`src/rtl/dmem_arb_pkg.sv`:
```
// Shared definitions for the data-memory arbiter: owner state encoding,
// port index constants, statistics counter width and a saturating helper.
package dmem_arb_pkg;

  typedef enum logic [1:0] {
    OWN_NONE = 2'd0,
    OWN_P0   = 2'd1,
    OWN_P1   = 2'd2
  } owner_e;

  localparam logic PORT0 = 1'b0;
  localparam logic PORT1 = 1'b1;

  localparam int STAT_W = 16;

  // Increment that sticks at all-ones instead of wrapping.
  function automatic logic [STAT_W-1:0] satInc(input logic [STAT_W-1:0] value);
    return (&value) ? value : value + 1'b1;
  endfunction

endpackage

```
`src/rtl/dmem_lock_timer.sv`:
```
// Lock hold timer for the data-memory arbiter. Counts how long the current
// owner has held the bus and raises expired_o once MAX_LOCK is reached so
// the owner can be forcibly released.
module dmem_lock_timer
  import dmem_arb_pkg::*;
#(
  parameter int MAX_LOCK = 8
) (
  input  logic clk,
  input  logic reset,
  input  logic load_i,
  input  logic hold_i,
  input  logic clear_i,
  output logic expired_o
);

  localparam logic [7:0] MAX_CNT = 8'(MAX_LOCK);

  logic [7:0] cnt_q;
  logic [7:0] cnt_d;

  // Next count: clear on release, start at 1 on acquisition, otherwise
  // advance each owned cycle and stop at the limit.
  always_comb begin
    cnt_d = cnt_q;
    if (clear_i) begin
      cnt_d = 8'd0;
    end else if (load_i) begin
      cnt_d = 8'd1;
    end else if (hold_i && (cnt_q < MAX_CNT)) begin
      cnt_d = cnt_q + 8'd1;
    end
  end

  // Counter register with synchronous reset.
  always_ff @(posedge clk) begin
    if (reset) begin
      cnt_q <= 8'd0;
    end else begin
      cnt_q <= cnt_d;
    end
  end

  assign expired_o = (cnt_q == MAX_CNT);

endmodule

```
`src/rtl/dmem_arbiter.sv`:
```
// Two-port round-robin arbiter in front of the single-port data memory.
// Port 0 is the CPU load/store unit, port 1 the DMA / debug loader. A
// requester may lock the bus for read-modify-write sequences; the lock
// times out after MAX_LOCK cycles. Read data returns one cycle after grant.
// Optional statistics counters are built when DMEM_ARB_STATS_EN is defined.
module dmem_arbiter
  import dmem_arb_pkg::*;
#(
  parameter int ADDR_W   = 16,
  parameter int DATA_W   = 16,
  parameter int MAX_LOCK = 8
) (
  input  logic              clk,
  input  logic              reset,
  input  logic              p0_req,
  input  logic              p0_we,
  input  logic [ADDR_W-1:0] p0_addr,
  input  logic [DATA_W-1:0] p0_wdata,
  input  logic              p0_lock,
  output logic              p0_gnt,
  output logic              p0_rvalid,
  output logic [DATA_W-1:0] p0_rdata,
  input  logic              p1_req,
  input  logic              p1_we,
  input  logic [ADDR_W-1:0] p1_addr,
  input  logic [DATA_W-1:0] p1_wdata,
  input  logic              p1_lock,
  output logic              p1_gnt,
  output logic              p1_rvalid,
  output logic [DATA_W-1:0] p1_rdata,
  output logic              mem_we,
  output logic [ADDR_W-1:0] mem_addr,
  output logic [DATA_W-1:0] mem_wdata,
  input  logic [DATA_W-1:0] mem_rdata
`ifdef DMEM_ARB_STATS_EN
  ,
  output logic [STAT_W-1:0] stat_p0_grants,
  output logic [STAT_W-1:0] stat_p1_grants,
  output logic [STAT_W-1:0] stat_conflicts
`endif
);

  owner_e owner_q;
  logic   lastGnt_q;

  logic              p0Rvalid_q;
  logic              p1Rvalid_q;
  logic [DATA_W-1:0] p0Rdata_q;
  logic [DATA_W-1:0] p1Rdata_q;

  logic gnt0;
  logic gnt1;
  logic ownerGnt;
  logic ownerLock;
  logic lockLoad;
  logic lockForced;
  logic lockRelease;
  logic lockHold;
  logic lockExpired;

  // Grant selection: an owner blocks the other port even when idle;
  // otherwise a tie goes to the port that was not granted last.
  always_comb begin
    gnt0 = 1'b0;
    gnt1 = 1'b0;
    if (!reset) begin
      case (owner_q)
        OWN_NONE: begin
          if (p0_req && p1_req) begin
            if (lastGnt_q == PORT1) begin
              gnt0 = 1'b1;
            end else begin
              gnt1 = 1'b1;
            end
          end else begin
            gnt0 = p0_req;
            gnt1 = p1_req;
          end
        end
        OWN_P0:  gnt0 = p0_req;
        OWN_P1:  gnt1 = p1_req;
        default: ;
      endcase
    end
  end

  // Memory port follows whichever requester was granted; idle drives zeros.
  always_comb begin
    mem_we    = 1'b0;
    mem_addr  = '0;
    mem_wdata = '0;
    if (gnt0) begin
      mem_we    = p0_we;
      mem_addr  = p0_addr;
      mem_wdata = p0_wdata;
    end else if (gnt1) begin
      mem_we    = p1_we;
      mem_addr  = p1_addr;
      mem_wdata = p1_wdata;
    end
  end

  // Pick out the current owner's grant and lock request.
  always_comb begin
    ownerGnt  = 1'b0;
    ownerLock = 1'b0;
    case (owner_q)
      OWN_P0: begin
        ownerGnt  = gnt0;
        ownerLock = p0_lock;
      end
      OWN_P1: begin
        ownerGnt  = gnt1;
        ownerLock = p1_lock;
      end
      default: ;
    endcase
  end

  assign lockLoad    = (owner_q == OWN_NONE) && ((gnt0 && p0_lock) || (gnt1 && p1_lock));
  assign lockForced  = (owner_q != OWN_NONE) && lockExpired;
  assign lockRelease = lockForced || ((owner_q != OWN_NONE) && ownerGnt && !ownerLock);
  assign lockHold    = (owner_q != OWN_NONE) && !lockRelease;

  dmem_lock_timer #(
    .MAX_LOCK (MAX_LOCK)
  ) u_lock_timer (
    .clk       (clk),
    .reset     (reset),
    .load_i    (lockLoad),
    .hold_i    (lockHold),
    .clear_i   (lockRelease),
    .expired_o (lockExpired)
  );

  // Ownership state machine and round-robin history.
  always_ff @(posedge clk) begin
    if (reset) begin
      owner_q   <= OWN_NONE;
      lastGnt_q <= PORT1;
    end else begin
      case (owner_q)
        OWN_NONE: begin
          if (lockLoad) begin
            owner_q <= gnt0 ? OWN_P0 : OWN_P1;
          end
        end
        OWN_P0, OWN_P1: begin
          if (lockRelease) begin
            owner_q <= OWN_NONE;
          end
        end
        default: owner_q <= OWN_NONE;
      endcase
      if (gnt0) begin
        lastGnt_q <= PORT0;
      end else if (gnt1) begin
        lastGnt_q <= PORT1;
      end else if (lockForced) begin
        lastGnt_q <= (owner_q == OWN_P1) ? PORT1 : PORT0;
      end
    end
  end

  // Capture read data at the grant edge and pulse rvalid for one cycle.
  always_ff @(posedge clk) begin
    if (reset) begin
      p0Rvalid_q <= 1'b0;
      p1Rvalid_q <= 1'b0;
      p0Rdata_q  <= '0;
      p1Rdata_q  <= '0;
    end else begin
      p0Rvalid_q <= gnt0 && !p0_we;
      p1Rvalid_q <= gnt1 && !p1_we;
      if (gnt0 && !p0_we) begin
        p0Rdata_q <= mem_rdata;
      end
      if (gnt1 && !p1_we) begin
        p1Rdata_q <= mem_rdata;
      end
    end
  end

  assign p0_gnt    = gnt0;
  assign p1_gnt    = gnt1;
  assign p0_rvalid = p0Rvalid_q;
  assign p1_rvalid = p1Rvalid_q;
  assign p0_rdata  = p0Rdata_q;
  assign p1_rdata  = p1Rdata_q;

`ifdef DMEM_ARB_STATS_EN
  logic [STAT_W-1:0] statP0_q;
  logic [STAT_W-1:0] statP1_q;
  logic [STAT_W-1:0] statConf_q;

  // Saturating usage counters; with one grant per cycle, any cycle with
  // both requests raised refuses one of them.
  always_ff @(posedge clk) begin
    if (reset) begin
      statP0_q   <= '0;
      statP1_q   <= '0;
      statConf_q <= '0;
    end else begin
      if (gnt0) begin
        statP0_q <= satInc(statP0_q);
      end
      if (gnt1) begin
        statP1_q <= satInc(statP1_q);
      end
      if (p0_req && p1_req) begin
        statConf_q <= satInc(statConf_q);
      end
    end
  end

  assign stat_p0_grants = statP0_q;
  assign stat_p1_grants = statP1_q;
  assign stat_conflicts = statConf_q;
`endif

endmodule

```
`config.mk`:
```
export PLATFORM = sky130hd
export DESIGN_NAME = dmem_arbiter
export DESIGN_NICKNAME = d
export VERILOG_FILES = /design/src/rtl/dmem_arb_pkg.sv /design/src/rtl/dmem_lock_timer.sv /design/src/rtl/dmem_arbiter.sv
export SDC_FILE = /design/constraint.sdc
export NUM_CORES = 1
export LEC_CHECK = 0
export BUFFER_PORTS_ARGS = -buffer_cell sky130_fd_sc_hd__buf_4
export CORE_MARGIN = 2
export CORE_UTILIZATION = 40
export DETAILED_ROUTE_END_ITERATION = 10
export HOLD_SLACK_MARGIN = 0.12
export PLACE_DENSITY = 0.75
export SLEW_MARGIN = 5
export SYNTH_ARGS = -nofsm -noshare
export SYNTH_HDL_FRONTEND = slang
export SYNTH_SLANG_ARGS = --single-unit
```
`constraint.sdc`:
```
create_clock -name clk -period 2.7 [get_ports clk]
set_clock_uncertainty 0.15 [all_clocks]
set_input_delay 0.135 -clock clk [delete_from_list [all_inputs] [get_ports clk]]
set_output_delay 0.135 -clock clk [all_outputs]
set_load 0.03 [all_outputs]
```
==> reports/metrics.csv, run 1 <==
stage,metric,value,unit
timing,final_hold_viol_count,0,
layout,drive_gt1_share,43.2,%
worst_setup_path,worstPathRequired,2.41,ns
detailed_routing,drc,0,
logic_synthesis,synth_xor_area_share,0.816,%
worst_setup_path,criticalPathCategory,input pin to output port,
timing,hold_slack,0.130,ns
die,die_y,77.2,µm
die,rows,26,
worst_setup_path,critPathMaxFanout,36,
logic_synthesis,yosys_most_used_dff,dfxtp_1,
logic_synthesis,synthCells,240,
clocking,htree_num_levels,2,
timing,timing.fmax,0.389,GHz
layout,mostFrequentLayoutCells,"buf_4 (158), dfxtp_1 (45), nand2_1 (38), a22o_1 (33), dlygate4sd3_1 (22)",
global_route,grt_start_max_net_pins,37,
clocking,clkTransAtPathRegs,0.08,ns
place,routabilityCongestion,0.859,
logic_synthesis,yosys.area_share.simple,16.9,%
worst_setup_path,start_kind,input pin,
clocking,clock_latency,0.29,ns
logic_synthesis,avgSynthCellArea,8.94,µm²
worst_setup_path,regToRegEndpoint,p0_rdata[13],
die,chipWidth,77.2,µm
detailed_routing,final_antenna_net_count,0,
logic_synthesis,synth-adder-area-share,3.50,%
layout,layout.nets,507,
die,core,0.00514,mm²
logic_synthesis,synthDistinctLibCells,37,
power,power.static_leakage,1.76,nW
logic_synthesis,syn-num-nets,334,
worst_setup_path,end_kind,output port,
timing,drv_slew,0,
min_path,holdPathStages,4,
detailed_routing,dr.pass1.iters,4,
global_route,grt_pass1_wl,11100,µm
logic_synthesis,synth_top_family_by_area,compound AO/OA/AOI/OAI gates,
logic_synthesis,synth_top_area_cell,dfxtp_1,
power,vdd_ir_drop_max,454,µV
clocking,cts_made_buffers,5,
global_route,grt.total_usage,23.1,%
place,post-dp-hpwl,5210,µm
timing,rsz0062_at_grt,no,
logic_synthesis,synth_compound_area_share,22.0,%
logic_synthesis,async_flop_share,0,%
power,p_per_area,694,mW/mm²
timing,worstMarginPinSlew,0.464,ns
clocking,cts_tree,built,
timing,worst_slack,0.132,ns
layout,nFillCells,409,
logic_synthesis,yosys-top-cells-area,"dfxtp_1 (42%), a22o_1 (13%), mux2i_1 (7.9%)",
run_status,outcome,"finished, final reports clean",
power,p_total,2.57,mW
detailed_routing,vias_per_cell,4.87,
timing,fin_crit,2.57,ns
global_route,grt_overflow,0,
logic_synthesis,synth.top_cell.area_share,42.0,%
detailed_routing,postRouteWirelength,7120,µm
detailed_routing,wl_per_cell,14.7,µm
global_route,grt_pass1_vias,2265,
logic_synthesis,yosysSeqAreaShare,42.0,%
die,io_pins,157,
clocking,cts-root-buf,clkbuf_8,
min_path,hold_end,lastGnt_q,
timing,finalCritPeriodShare,95.1,%
worst_setup_path,critPathArrivalTime,2.28,ns
logic_synthesis,synth_warnings,0,
global_route,antenna_found_initial,0,
logic_synthesis,ys_seq_elements,45,
logic_synthesis,synth-edff-count,0,
logic_synthesis,muxShareOfSynthArea,8.45,%
layout,diodes,0,
worst_setup_path,worst_r2r_path_depth,8,
detailed_routing,vias,2357,
timing,tns,0,ns
place,place_ws,0.336,ns
min_path,hold_path.class,input pin to flop,
die,dieArea,0.00597,mm²
worst_setup_path,r2r_slack,0.17,ns
timing,finalSetupViolations,0,
flow_run,max-cap-violations,0,
worst_setup_path,rr_startpoint,owner_q[0],
clocking,clock-sinks,45,
logic_synthesis,syn-cell-area,0.00215,mm²
layout,area_delta_synth_final,72.3,%
detailed_routing,drtIter0Drc,103,
die,initial_utilization,41.7,%
place,port_buffers,156,
min_path,min_from,p1_req,
clocking,cts_buffer_depth,2,
timing,maxSlewHeadroom,69.1,%
layout,layout_commonest_cell,buf_4,
-- timing repair --
item | in CTS | in global routing
resized for setup | 0 | 5
hold buffers | 22 | 0
buffers inserted | 0 | 0
setup endpoints to repair | 0 | 33
endpoints found under the hold margin | 32 | 0
-- per-layer routing --
metal	GRT usage, %	up-vias	wire, µm
met5	0	-	0
met4	5.89	0	77
met3	6.35	8	461
met2	38.8	76	3550
met1	29.2	1082	3030
li1	-	1191	-
-- worst max path at each step --
| stage | startpoint | to | cells after the start |
|---|---|---|---|
| detailed placement | owner_q[0] | mem_addr[0] | 8 |
| global placement | owner_q[0] | mem_addr[0] | 8 |
| CTS | owner_q[0] | mem_addr[0] | 8 |
| finish | reset | mem_addr[0] | 8 |
| global route | owner_q[0] | mem_addr[0] | 7 |
| floorplan | owner_q[0] | mem_we | 8 |
-- synth_stat cells, drive strengths merged, types with 2 or more instances --
cell type,count
buf,13
nor3,3
a21boi,2
ha,6
nand2,38
mux2i,17
a21oi,20
nor2,21
xnor2,2
and2,5
dfxtp,45
nor4b,2
inv,9
nand3,5
clkbuf,3
a22o,33
-- critical path, stage by stage --
cell and delay [ns]:
dlygate4sd3_1 0.53, buf_4 0.25, inv_2 0.17, nand2_1 0.14, nor2_2 0.22, buf_4 0.37, a22o_1 0.27, buf_4 0.19
-- registers in the layout, summed over array words and instances, names as in the netlist --
signal	flops
lastGnt_q	1
owner_q	2
p0_rvalid	1
u_lock_timer.cnt_q	8
p0_rdata	16
p1_rdata	16
p1_rvalid	1
-- where the power goes --
part | internal (mW) | switching [mW]
registers | 0.719 | 0.0311
clock network | 0.232 | 0.219
logic | 0.577 | 0.788
total | 1.53 | 1.04
-- area by class of cell --
type	instances	area (µm²)	share of cell area, %
sequential	45	901	24.4
multi-input combinational	169	1140	30.7
tap	70	87.6	2.37
clock buffer	7	96.3	2.61
clock inverter	1	5.00	0.135
timing repair buffer	182	1430	38.6
inverter	10	42.5	1.15
-- metrics by stage --
| step | area, µm² | util, % | instances |
|---|---|---|---|
| after floorplan | 2150 | - | 240 |
| after global placement | 3350 | 65.2 | 454 |
| after detailed placement | 3350 | 65.2 | 454 |
| after CTS | 3670 | 71.4 | 484 |
| after global routing | 3700 | 71.9 | 484 |
| final | 3700 | 71.9 | 484 |
-- cell families (layout without fill, tap and decap cells) --
kind of cell | Yosys count | after routing
simple gates | 81 | 81
compound gates | 62 | 62
flops | 45 | 45
buf+inv | 26 | 200
mux | 18 | 18
fa+ha+maj | 6 | 6
xor+xnor | 2 | 2
Note: power is estimated with default switching activity, not from simulation.
==> run 2: changes to the inputs <==
==> constraint.sdc (replaced) <==
create_clock -name clk -period 2.7 [get_ports clk]
set_clock_uncertainty 0.15 [all_clocks]
set_input_delay 0.54 -clock clk [delete_from_list [all_inputs] [get_ports clk]]
set_output_delay 0.54 -clock clk [all_outputs]
set_load 0.03 [all_outputs]
==> run 2 against run 1 <==
Global-route usage down 0.73 points. Final cell count down 3.7%. Maximum frequency down 2.7%. Register-to-register slack better by 0.42 ns. Wire length down 1.2%. Largest cell class unchanged.
==> reports/metrics.csv, run 2 (synthesis results as in run 1) <==
stage,metric,value,unit,change
run_status,outcome,"finished, final reports clean",,
clocking,clkTransAtPathRegs,0.08,ns,about the same
clocking,cts_made_buffers,5,,unchanged
die,initial_utilization,41.7,%,unchanged
timing,worstMarginPinSlew,0.405,ns,-0.0580 ns
power,p_switching,1.09,mW,+4.7%
global_route,grt.total_usage,22.4,%,-0.73 points
detailed_routing,final_antenna_net_count,0,,unchanged
timing,maxSlewHeadroom,73.0,%,+3.9 points
place,post-dp-hpwl,5330,µm,+2.2%
clocking,cts_setup_buffers,0,,unchanged
worst_setup_path,crit_path_max_incr_delay,0.37,ns,-0.16 ns
place,port_buffers,156,,unchanged
timing,hold_slack,0.309,ns,+0.179 ns
clocking,cts_buffer_depth,2,,unchanged
layout,mostFrequentLayoutCells,"buf_4 (161), dfxtp_1 (43), nand2_1 (38), a22o_1 (32), a21oi_1 (20)",,
layout,diodes,0,,unchanged
detailed_routing,vias,2301,,-2.4%
detailed_routing,dr.pass1.iters,4,,unchanged
worst_setup_path,worstPathRequired,2.01,ns,-0.40 ns
place,place_ws,0.189,ns,-0.147 ns
timing,fin_crit,2.64,ns,+0.0704 ns
clocking,htree_num_levels,2,,unchanged
min_path,hold_path.class,flop to flop,,
detailed_routing,drc,0,,unchanged
detailed_routing,vias_per_cell,4.94,,+1.4%
power,p_int,1.65,mW,+7.8%
place,routabilityCongestion,0.807,,-6.1%
power,clkPwrFrac,18.6,%,+1.0 points
timing,rsz0062_at_grt,no,,
worst_setup_path,crit_path_top_delay_cell,dfxtp_4,,
timing,worst_slack,0.0620,ns,-0.0704 ns
power,share_seq_of_total_power,27.6,%,-1.6 points
die,io_pins,157,,unchanged
timing,timing.fmax,0.379,GHz,-2.7%
layout,layout.nets,489,,-3.6%
detailed_routing,wl_per_cell,15.1,µm,+2.7%
timing,final_hold_viol_count,0,,unchanged
power,combPwrFrac,53.8,%,+0.6 points
detailed_routing,postRouteWirelength,7040,µm,-1.2%
clocking,clock-sinks,45,,unchanged
timing,finalCritPeriodShare,97.7,%,+2.6 points
die,die_y,77.2,µm,unchanged
timing,tns,0,ns,unchanged
flow_run,max-cap-violations,0,,unchanged
die,dieArea,0.00597,mm²,unchanged
worst_setup_path,cpLargestDelayFamily,compound AO/OA/AOI/OAI gates,,
timing,finalSetupViolations,0,,unchanged
detailed_routing,drtIter0Drc,80,,-22%
layout,area_delta_synth_final,67.9,%,
worst_setup_path,criticalPathCategory,flop to output port,,
global_route,grt_pass1_vias,2199,,-2.9%
worst_setup_path,start_kind,flop,,
worst_setup_path,critPathMaxFanout,16,,-56%
power,p_total,2.73,mW,+6.5%
worst_setup_path,worst-path-buf-inv,3,,-2
global_route,grt_overflow,0,,unchanged
clocking,cts-root-buf,clkbuf_8,,
worst_setup_path,end_kind,output port,,
clocking,clock_latency,0.30,ns,about the same
layout,layout_commonest_cell,buf_4,,
power,vdd_ir_drop_max,448,µV,-1.3%
die,chipWidth,77.2,µm,unchanged
layout,drive_gt1_share,47.7,%,+4.5 points
power,p_per_area,759,mW/mm²,+9.4%
worst_setup_path,critPathArrivalTime,1.95,ns,-0.33 ns
die,rows,26,,unchanged
power,switching_share,39.8,%,-0.68 points
timing,drv_slew,0,,unchanged
clocking,cts_tree,built,,
die,core,0.00514,mm²,unchanged
global_route,grt_start_max_net_pins,38,,+2.7%
power,power.static_leakage,1.70,nW,-3.5%
layout,nFillCells,439,,+7.3%
global_route,grt_pass1_wl,10600,µm,-4.3%
worst_setup_path,crit_chain,inv_4 > ha_4 > a21boi_2 > o211ai_2 > nor2_4 > buf_12 > a22o_4 > buf_4,,
global_route,antenna_found_initial,0,,unchanged
-- run 2: cell types whose count changed in the layout (fill, tap and decap cells not counted), sizes merged --
cell	delta
dlygate4sd3	-22
bufinv	+1
inv	+1
clkbuf	-1
buf	+3
-- run 2: area by class of cell --
class | instances | area (µm²) | area share, %
well taps | 70 | 87.6 | 2.43
clock buffers | 5 | 68.8 | 1.91
clock inverters | 3 | 43.8 | 1.22
inverters | 10 | 45.0 | 1.25
repair buffers | 164 | 1270 | 35.4
flip-flops and latches | 45 | 906 | 25.1
multi-input cells | 169 | 1180 | 32.7
-- run 2: worst register-to-register path, stage by stage (launching register included) --
cell and delay [ns]:
dfxtp_4 0.37, inv_4 0.05, ha_4 0.18, a21boi_2 0.16
o211ai_2 0.24, buf_4 0.19, o32ai_2 0.10, o21ai_1 0.22
mux2_1 0.34
-- run 2: power by group through the flow --
stage	Sequential, mW	Combinational (mW)	Clock [mW]
after floorplan	0.828	0.792	0
after global placement	0.763	1.34	0
after detailed placement	0.765	1.37	0
after CTS	0.751	1.39	0.524
after global routing	0.762	1.56	0.544
final	0.756	1.47	0.507
-- run 2: repair_timing --
item	4_1_cts	5_1_grt
pin swaps	0	2
hold buffers	0	0
endpoints found under the hold margin	0	0
cloned	0	1
gates resized for setup	4	11
setup endpoints to repair	32	33
-- run 2: final timing paths --
kind                                   from          end  slack (ns)  depth (start not counted)
worst max-delay path             owner_q[0]  mem_addr[0]        0.06                          8
worst min-delay path            p1_rdata[0]  p1_rdata[0]        0.31                          2
worst max register to register   owner_q[0]   owner_q[1]        0.59                          8
worst min register to register  p1_rdata[0]  p1_rdata[0]        0.31                          2
-- run 2: per-layer routing --
layer	vias up	track usage, %	part of all wire (%)	wire [µm]
met5	-	0	0	0
met4	0	5.89	1.2	84
met3	9	7.18	7.0	493
met2	71	37.8	51	3570
met1	1069	27.4	41	2890
li1	1152	-	-	-
-- run 2: through the flow --
step	util, %	std cells	cell area (µm²)
after detailed placement	66.1	457	3400
final	70.1	466	3600
after global placement	66.1	457	3400
after floorplan	-	240	2150
after global routing	70.1	466	3600
after CTS	68.7	465	3530
